$ cat config.mk
export PLATFORM = sky130hd
export DESIGN_NAME = data_mem_bridge
export DESIGN_NICKNAME = d
export VERILOG_FILES = /design/src/rtl/dmem_pkg.sv /design/src/rtl/data_mem_bridge_wbuf_fifo.sv /design/src/rtl/data_mem_bridge.sv
export SDC_FILE = /design/constraint.sdc
export NUM_CORES = 1
export LEC_CHECK = 0
export CAP_MARGIN = 30
export CORE_MARGIN = 5
export CORE_UTILIZATION = 49
export CTS_CLUSTER_SIZE = 40
export DETAILED_ROUTE_END_ITERATION = 8
export PLACE_DENSITY = 0.77
export SETUP_SLACK_MARGIN = 0.2
export SLEW_MARGIN = 10
export SYNTH_ARGS = -nofsm -noshare
export SYNTH_HDL_FRONTEND = slang
export SYNTH_SLANG_ARGS = --single-unit
$ cat constraint.sdc
create_clock -name CLK -period 5.3 [get_ports CLK]
set_input_delay 1.06 -clock CLK [delete_from_list [all_inputs] [get_ports CLK]]
set_output_delay 1.06 -clock CLK [all_outputs]
set_load 0.01 [all_outputs]
$ cat src/rtl/dmem_pkg.sv
// dmem_pkg: shared FSM states, write-buffer entry type and MMIO span for data_mem_bridge
package dmem_pkg;
    typedef enum logic [2:0] {IDLE, RD_WAIT, IO_DRAIN, IO_REQ, IO_DONE} state_t;
    typedef struct packed {
        logic [29:0] addr;
        logic [31:0] data;
    } wb_entry_t;
    localparam logic [7:0] MMIO_SPAN = 8'hFF;
endpackage

$ cat src/rtl/data_mem_bridge_wbuf_fifo.sv
// wbuf_fifo: circular store buffer with youngest-match lookup for load forwarding
module wbuf_fifo
    import dmem_pkg::*;
#(
    parameter int DEPTH = 4
) (
    input  logic        clk,
    input  logic        rst_n,
    input  logic        push,
    input  logic        pop,
    input  wb_entry_t   push_entry,
    input  logic [29:0] lookup_addr,
    output wb_entry_t   head,
    output logic        full,
    output logic        empty,
    output logic        hit,
    output logic [31:0] hit_data
);
    localparam int PW = $clog2(DEPTH);
    wb_entry_t mem_q [DEPTH];
    wb_entry_t mem_d [DEPTH];
    logic [PW-1:0] wr_ptr_q, wr_ptr_d, rd_ptr_q, rd_ptr_d;
    logic [PW:0] cnt_q, cnt_d;
    always_comb begin
        mem_d = mem_q;
        if (push) mem_d[wr_ptr_q] = push_entry;
        wr_ptr_d = wr_ptr_q + PW'(push);
        rd_ptr_d = rd_ptr_q + PW'(pop);
        cnt_d = cnt_q + (PW+1)'(push) - (PW+1)'(pop);
    end
    // Walk oldest to youngest so the last match wins
    always_comb begin
        hit = 1'b0;
        hit_data = '0;
        for (int i = 0; i < DEPTH; i++) begin
            if ((PW+1)'(i) < cnt_q && mem_q[rd_ptr_q + PW'(i)].addr == lookup_addr) begin
                hit = 1'b1;
                hit_data = mem_q[rd_ptr_q + PW'(i)].data;
            end
        end
    end
    assign head = mem_q[rd_ptr_q];
    assign full = cnt_q == (PW+1)'(DEPTH);
    assign empty = cnt_q == '0;
    always_ff @(posedge clk) begin
        if (!rst_n) begin
            wr_ptr_q <= '0;
            rd_ptr_q <= '0;
            cnt_q <= '0;
        end else begin
            wr_ptr_q <= wr_ptr_d;
            rd_ptr_q <= rd_ptr_d;
            cnt_q <= cnt_d;
        end
    end
    always_ff @(posedge clk) mem_q <= mem_d;
endmodule

$ cat src/rtl/data_mem_bridge.sv
// data_mem_bridge: routes CPU data accesses to write-buffered RAM or MMIO; DMEM_ERR_EN adds sticky BusErr
module data_mem_bridge
    import dmem_pkg::*;
#(
    parameter int          RAM_AW     = 10,
    parameter int          WBUF_DEPTH = 4,
    parameter logic [31:0] MMIO_BASE  = 32'h0001_0000
) (
    input  logic              CLK,
    input  logic              Reset,
    input  logic              MemWriteM,
    input  logic              MemReadM,
    input  logic [31:0]       AddrM,
    input  logic [31:0]       WriteDataM,
    output logic [31:0]       ReadDataM,
    output logic              StallM,
    output logic              RamReq,
    input  logic              RamGnt,
    output logic              RamWE,
    output logic [RAM_AW-1:0] RamAddr,
    output logic [31:0]       RamWD,
    input  logic [31:0]       RamRD,
    output logic              IoReq,
    output logic              IoWE,
    output logic [7:0]        IoAddr,
    output logic [31:0]       IoWD,
    input  logic [31:0]       IoRD,
    input  logic              IoAck
`ifdef DMEM_ERR_EN
    ,
    output logic              BusErr
`endif
);
    state_t state_q, state_d;
    logic io_req_q, io_req_d, io_we_q, io_we_d;
    logic [7:0] io_addr_q, io_addr_d;
    logic [31:0] io_wd_q, io_wd_d, io_rd_q, io_rd_d, hit_data;
    logic is_io, is_st, is_ld, idle, want_rd, rd_issue, drain, push, start_io, full, empty, hit;
    logic [RAM_AW-1:0] ram_wa;
    wb_entry_t head, push_entry;
    assign is_io = AddrM >= MMIO_BASE && AddrM <= MMIO_BASE + 32'(MMIO_SPAN);
    assign ram_wa = AddrM[RAM_AW+1:2];
    assign is_st = MemWriteM;
    assign is_ld = MemReadM & ~MemWriteM;
    assign idle = state_q == IDLE;
    assign want_rd = idle && is_ld && !is_io && !hit;
    assign rd_issue = want_rd && RamGnt;
    assign drain = !empty && RamGnt && !rd_issue;
    assign push = idle && is_st && !is_io && (!full || drain);
    assign start_io = empty && ((idle && is_io && (is_st || is_ld)) || state_q == IO_DRAIN);
    assign push_entry = '{addr: 30'(ram_wa), data: WriteDataM};
    wbuf_fifo #(.DEPTH(WBUF_DEPTH)) u_wbuf (
        .clk(CLK),
        .rst_n(Reset),
        .push(push),
        .pop(drain),
        .push_entry(push_entry),
        .lookup_addr(30'(ram_wa)),
        .head(head),
        .full(full),
        .empty(empty),
        .hit(hit),
        .hit_data(hit_data)
    );
    assign RamReq = want_rd || !empty;
    assign RamWE = drain;
    assign RamAddr = want_rd ? ram_wa : drain ? RAM_AW'(head.addr) : '0;
    assign RamWD = drain ? head.data : '0;
    assign IoReq = io_req_q;
    assign IoWE = io_we_q;
    assign IoAddr = io_addr_q;
    assign IoWD = io_wd_q;
    always_comb begin
        state_d = state_q;
        io_req_d = io_req_q;
        io_we_d = io_we_q;
        io_addr_d = io_addr_q;
        io_wd_d = io_wd_q;
        io_rd_d = io_rd_q;
        StallM = 1'b0;
        ReadDataM = '0;
        unique case (state_q)
            IDLE: begin
                if (is_io && (is_st || is_ld)) begin
                    StallM = 1'b1;
                    state_d = empty ? IO_REQ : IO_DRAIN;
                end else if (is_st) begin
                    StallM = !push;
                end else if (is_ld) begin
                    StallM = !hit;
                    ReadDataM = hit ? hit_data : '0;
                    state_d = rd_issue ? RD_WAIT : IDLE;
                end
            end
            RD_WAIT: begin
                ReadDataM = RamRD;
                state_d = IDLE;
            end
            IO_DRAIN: begin
                StallM = 1'b1;
                state_d = empty ? IO_REQ : IO_DRAIN;
            end
            IO_REQ: begin
                StallM = 1'b1;
                if (IoAck) begin
                    state_d = IO_DONE;
                    io_req_d = 1'b0;
                    io_we_d = 1'b0;
                    io_rd_d = IoRD;
                end
            end
            IO_DONE: begin
                ReadDataM = io_rd_q;
                state_d = IDLE;
            end
            default: state_d = IDLE;
        endcase
        if (start_io) begin
            io_req_d = 1'b1;
            io_we_d = is_st;
            io_addr_d = 8'(AddrM - MMIO_BASE);
            io_wd_d = WriteDataM;
        end
    end
    always_ff @(posedge CLK) begin
        if (!Reset) begin
            state_q <= IDLE;
            io_req_q <= 1'b0;
            io_we_q <= 1'b0;
            io_addr_q <= '0;
            io_wd_q <= '0;
            io_rd_q <= '0;
        end else begin
            state_q <= state_d;
            io_req_q <= io_req_d;
            io_we_q <= io_we_d;
            io_addr_q <= io_addr_d;
            io_wd_q <= io_wd_d;
            io_rd_q <= io_rd_d;
        end
    end
`ifdef DMEM_ERR_EN
    logic err_q, err_d;
    always_comb err_d = err_q || ((MemWriteM || MemReadM) &&
        (AddrM[1:0] != 2'b00 || (!is_io && (AddrM >> (RAM_AW + 2)) != 32'd0)));
    always_ff @(posedge CLK) err_q <= !Reset ? 1'b0 : err_d;
    assign BusErr = err_q;
`endif
endmodule

Yosys cells after proc, flatten, opt, wreduce, memory -nomap -nowiden. Cells that the tools add are included.

Input bits: 134. Register bits: 332. Output and inout port bits: 119.

Bitwise gates (word level): 7. Add/sub/neg operators: 8. Magnitude comparators: 12. Eq/ne operators: 12. Reductions and logical operators: 37. Mux-type cells: 46.

Operators by type and width (count): 2-to-1 mux 62 bit (9); binary-select mux 62 bit (select 2 bit) (4); 2-to-1 mux 32 bit (9); bitwise mux 248 bit (1); demux 62 bit (select 2 bit) (1); == test 30 x 10 -> 1 bit (4); one-hot mux 32 bit (3 select lines) (1); greater-or-equal comparator 32 x 17 -> 1 bit (second input constant) (1); <= comparator 32 x 17 -> 1 bit (second input constant) (1); 2-to-1 mux 10 bit (2); logical AND 1 bit (19); greater-or-equal comparator 3 bit (second input constant) (5); NOT 2 -> 3 bit (5); 2-to-1 mux 1 bit (13); 2-to-1 mux 3 bit (4); one-hot mux 3 bit (3 select lines) (1); subtractor 8 x 1 -> 8 bit (second input constant) (1); == test 3 x 2 -> 1 bit (second input constant) (2); == test 3 bit (second input constant) (2); logical NOT 1 bit (6); logical NOT 3 bit (2); less-than comparator 1 x 3 -> 1 bit (first input constant) (2); less-than comparator 2 x 3 -> 1 bit (first input constant) (2); != test 3 x 2 -> 1 bit (second input constant) (2); other kinds (16) (23).

Longest topological paths before layout.
Word-level depth: 21. Depth in mapped cells: 21. Mapped depth without buffers: 17.

By module. A second synthesis with hierarchy kept.

Cell total of the unflattened synthesis: 1830. Area total of the unflattened synthesis: 20191.9 sq um.

Modules (own cells, without submodules): wbuf_fifo (area an instance 16070.4 sq um, instances 1, seq. area each 7587.3 sq um, cells an instance 1309); data_mem_bridge (area an instance 4121.5 sq um, instances 1, seq. area each 1541.5 sq um, cells an instance 521).

Least setup slack after synthesis. OpenSTA, ideal clock, no wires.

Kind: input-to-reg. From: input port AddrM[10]. To: register u_wbuf.mem_q[186] in the netlist's numbering (enable). Slack: -0.084 ns. Path buffers: 1. Library setup time: 0.494 ns. Stages on the path: 6. Data required time: 4.806 ns. Arrival: 4.891 ns. Path through: buf_2 nor4_1 nand4_1 o211ai_1 or3b_2 nor3_1.

Longest elaborated chain between the ends: 13.

Ends and longest elaborated chain: start: declaration (RTL line data_mem_bridge.sv:13) `input logic [31:0] AddrM,`; branches (longest 12 deep; another with greater-or-equal comparator 32 x 17 -> 1 bit); logical AND 1 bit * (RTL line data_mem_bridge.sv:49) `assign push = idle && is_st && !is_io && (!full || drain);`; end signal: assignment (RTL line data_mem_bridge_wbuf_fifo.sv:56) `always_ff @(posedge clk) mem_q <= mem_d;`; end: declaration (RTL line data_mem_bridge_wbuf_fifo.sv:20) `wb_entry_t mem_q [DEPTH];`.

Mark *: on every way between the ends. A chain may end at the register's enable or synchronous reset.

Worst setup path after layout.
From: input port AddrM[9]. To: output port ReadDataM[1].

Longest elaborated chain between the ends: 11.

Ends and longest elaborated chain: == test 30 x 10 -> 1 bit (RTL line data_mem_bridge_wbuf_fifo.sv:36) `if ((PW+1)'(i) < cnt_q && mem_q[rd_ptr_q + PW'(i)].addr == lookup_addr) begin`; logical AND 1 bit (RTL line data_mem_bridge_wbuf_fifo.sv:36); 2-to-1 mux 32 bit or 2-to-1 mux 1 bit (tied branches) (4 in a row) (RTL line data_mem_bridge_wbuf_fifo.sv:36); 2-to-1 mux 32 bit (RTL line data_mem_bridge.sv:91) `ReadDataM = hit ? hit_data : '0;`; 2-to-1 mux 32 bit (RTL line data_mem_bridge.sv:89) `end else if (is_ld) begin`; 2-to-1 mux 32 bit (RTL line data_mem_bridge.sv:87) `end else if (is_st) begin`; 2-to-1 mux 32 bit * (RTL line data_mem_bridge.sv:84) `if (is_io && (is_st || is_ld)) begin`; one-hot mux 32 bit (3 select lines) * (RTL line data_mem_bridge.sv:82) `unique case (state_q)`; end: declaration (RTL line data_mem_bridge.sv:15) `output logic [31:0] ReadDataM,`.

Mark *: on every way between the ends. The rest lies on a longest branch, timed or not.

==> impl_metrics.tcl <==
set metrics [dict create \
    min_path_type "reg2reg" \
    rows 63 \
    endpoint_kind "output port" \
    numClockSinks 252 \
    die_h_um 183 \
    cts_tree "built" \
    netlist-cell-type-count 72 \
    grt_pass1_vias 12900 \
    fin_tns_setup_ps 0 \
    r2r_start "u_wbuf.rd_ptr_q[0]$_SDFF_PN0_" \
    clk_pin_slew_ps 60 \
    routed_wl_mm 48.4 \
    hold_viol_final 0 \
    finalInstanceArea_sq_um 19500 \
    avgSynthCellArea_sq_um 10.3 \
    fmax_ghz 0.193 \
    syn_area_sq_um 14600 \
    setup_ws_ps 125 \
    min_to "IoAddr[2]$_SDFFE_PN0P_" \
    required_ps 4240 \
    cp-start-kind "input pin" \
    synth_warnings 0 \
    via_count 12900 \
    cts-root-buf "clkbuf_16" \
    postPlaceCellArea_sq_um 17900 \
    relSlewSlack_pct 40.3 \
    skew_ps 14.6 \
    worstMarginPinSlew_ps 894 \
    synth_seq_cells 252 \
    routed-wl-met3_mm 4.49 \
    m1WireLength_mm 19.1 \
    dp_slack_ps -64.0 \
    r2r_slack_ps 940 \
    first_iter_violations 1264 \
    syn2layout_area_growth_pct 33.1 \
    drive_above_1_share_pct 15.6 \
    dpl.cell_count 2005 \
    worst-path-max-fanout 11 \
    port_buffers 252 \
    seq_area_frac_synth_pct 46.0 \
    critPathKind "in2out" \
    grt_max_degree 68 \
    hp-start "IoAddr[2]$_SDFFE_PN0P_" \
    post-route-util_pct 65.9 \
    setup_violations 0 \
    critPathArrivalTime_ps 4120 \
    status "completed" \
    wl_met2_mm 22.8 \
    fin_cells 2098 \
    power_density_nw_per_um2 335 \
    gp_congestion 0.910 \
    reg2reg_depth 18 \
    cts-buffers-inserted 29 \
    cts_max_level 1 \
    post_drt_wl_per_cell_um 23.0 \
    synthCells 1415 \
    drv_slew 0 \
    drc 0 \
    ant_nets 0 \
    grt_pass1_wl_mm 72.0 \
    overflow 0 \
    design.core.area_sq_um 29600 \
    timing.final.crit_period_ps 5180 \
    peakVddDrop_mv 0.279 \
    dp_hpwl_mm 31.4 \
    die_area_sq_um 33400 \
    initial_core_util_pct 49.5 \
    highest_layer "met4" \
    timing.rr.end "u_wbuf.cnt_q[2]$_SDFF_PN0_" \
    p_leak_nw 7.47 \
    cts_buffer_depth 3 \
    fin_nets 1821 \
    cap_violations 0 \
    grt_setup_unrepaired "true" \
    synth_ff_type "edfxtp_1" \
    die_w_um 183 \
    synth-edff-count 168 \
    finalCritPeriodShare_pct 97.6 \
    syn_nets 1556 \
    hold_depth 2 \
    viasPerCell 6.13 \
    io_pins 253 \
    antenna_found_initial 5 \
    grt_use_total_pct 27.2 \
    clock_latency_ps 550 \
    first_pass_iters 6 \
    synthArstFlopShare_pct 0 \
]
## logic make-up (layout without fill, tap and decap cells)
group | Yosys count | count (layout) | synth area share [%]
flops | 252 | 252 | 46.0
compound gates | 375 | 375 | 18.7
fa+ha+maj | 7 | 7 | 0.650
other cells | 0 | 5 | 0
xor+xnor | 36 | 36 | 2.15
mux | 223 | 223 | 16.3
simple gates | 391 | 391 | 11.8
buf+inv | 131 | 419 | 4.31
## Yosys cell counts (33+ instances only)
cell / n / share of area [%]
mux2i_1: 167 / 11
edfxtp_1: 168 / 34
a21oi_1: 37 / 1.3
a31oi_1: 36 / 1.5
nand3_1: 43 / 1.5
nor2_1: 115 / 2.9
o21ai_0: 64 / 2.2
clkbuf_1: 74 / 1.9
mux2_2: 45 / 3.5
nand2_1: 159 / 4.1
a21boi_0: 75 / 3.8
dfxtp_1: 84 / 11
a22o_1: 33 / 2.0
## flip-flops by register name (all words and copies together) (netlist names)
name             cells
u_wbuf.mem_q       168
IoWD                32
io_rd_q             32
IoAddr               8
state_q              3
u_wbuf.cnt_q         3
u_wbuf.rd_ptr_q      2
u_wbuf.wr_ptr_q      2
IoReq                1
IoWE                 1
## routing by layer
metal	up-vias	global-route usage, %
met5	-	0
met4	0	10.5
met3	141	5.55
met2	730	45.0
met1	6173	35.5
li1	5808	-
## power breakdown
group / leakage, nW / internal (mW) / switching [mW]
registers: 2.22 / 2.22 / 0.0811
clock network: 0.555 / 1.50 / 0.842
logic: 4.70 / 0.821 / 1.06
total: 7.47 / 4.55 / 1.98
## layout make-up
type / count / area [sq um]
Fill cell: 2251 / 10100
Inverter: 11 / 50.0
Clock buffer: 37 / 830
Sequential cell: 252 / 6730
Multi-Input combinational cell: 1032 / 7450
Antenna cell: 5 / 12.5
Timing Repair Buffer: 354 / 3620
Tap cell: 390 / 488
Clock inverter: 17 / 304
## what timing repair did
| item | CTS | global route |
|---|---|---|
| gates resized for setup | 76 | 77 |
| gates cloned | 4 | 2 |
| endpoints found under the setup margin | 77 | 75 |
| setup buffers | 17 | 11 |
| pin swaps | 13 | 8 |
| hold buffers | 0 | 0 |
| hold endpoints to repair | 0 | 0 |
## per-stage QoR
step           power (mW)  hold slack [ps]
2_1_floorplan        3.49              443
3_3_place_gp         4.08              450
3_5_place_dp         4.13              458
4_1_cts              6.47              465
5_1_grt              6.76              482
6_report             6.53              464
## worst max-delay path: stages
cell and delay, ps:
clkdlybuf4s50_1 510, buf_6 150, nand2b_1 120, a2bb2oi_1 170, nand4_1 120, or4_4 470, a311oi_4 270, buf_6 170
buf_12 150, o21ai_0 100, o311ai_0 110, a21o_1 170, clkdlybuf4s50_1 540
## placed cells by master (no fill, tap or decap), types with 8 or more instances in the layout
master / synthesis / routed
a21boi_0: 75 / 75
a21o_1: 29 / 29
a21oi_1: 37 / 37
a22o_1: 33 / 33
a31oi_1: 36 / 36
and2_1: 14 / 14
and3_1: 11 / 9
buf_12: 2 / 16
buf_4: 4 / 66
buf_6: 9 / 12
bufinv_16: 0 / 8
clkbuf_16: 0 / 34
clkbuf_2: 2 / 13
clkdlybuf4s15_1: 0 / 13
clkdlybuf4s50_1: 0 / 177
dfxtp_1: 84 / 82
dlygate4sd2_1: 0 / 35
dlymetal6s2s_1: 0 / 13
edfxtp_1: 168 / 168
inv_1: 10 / 9
mux2_2: 45 / 45
mux2i_1: 167 / 160
nand2_1: 159 / 159
nand3_1: 43 / 42
nor2_1: 115 / 112
o21ai_0: 64 / 63
o21ba_1: 29 / 29
o311ai_0: 27 / 21
xnor2_1: 29 / 29
## how the worst max path moves through the flow
stage,from,to,slack (ps),depth (start not counted)
finish,AddrM[9],ReadDataM[1],120,13
global placement,AddrM[9],ReadDataM[27],-3,12
global route,AddrM[9],ReadDataM[1],40,13
CTS,AddrM[9],RamWD[17],60,12
floorplan,AddrM[10],u_wbuf.cnt_q[2]$_SDFF_PN0_,750,18
detailed placement,AddrM[9],ReadDataM[14],-60,12
(Power assumes the default switching activity.)
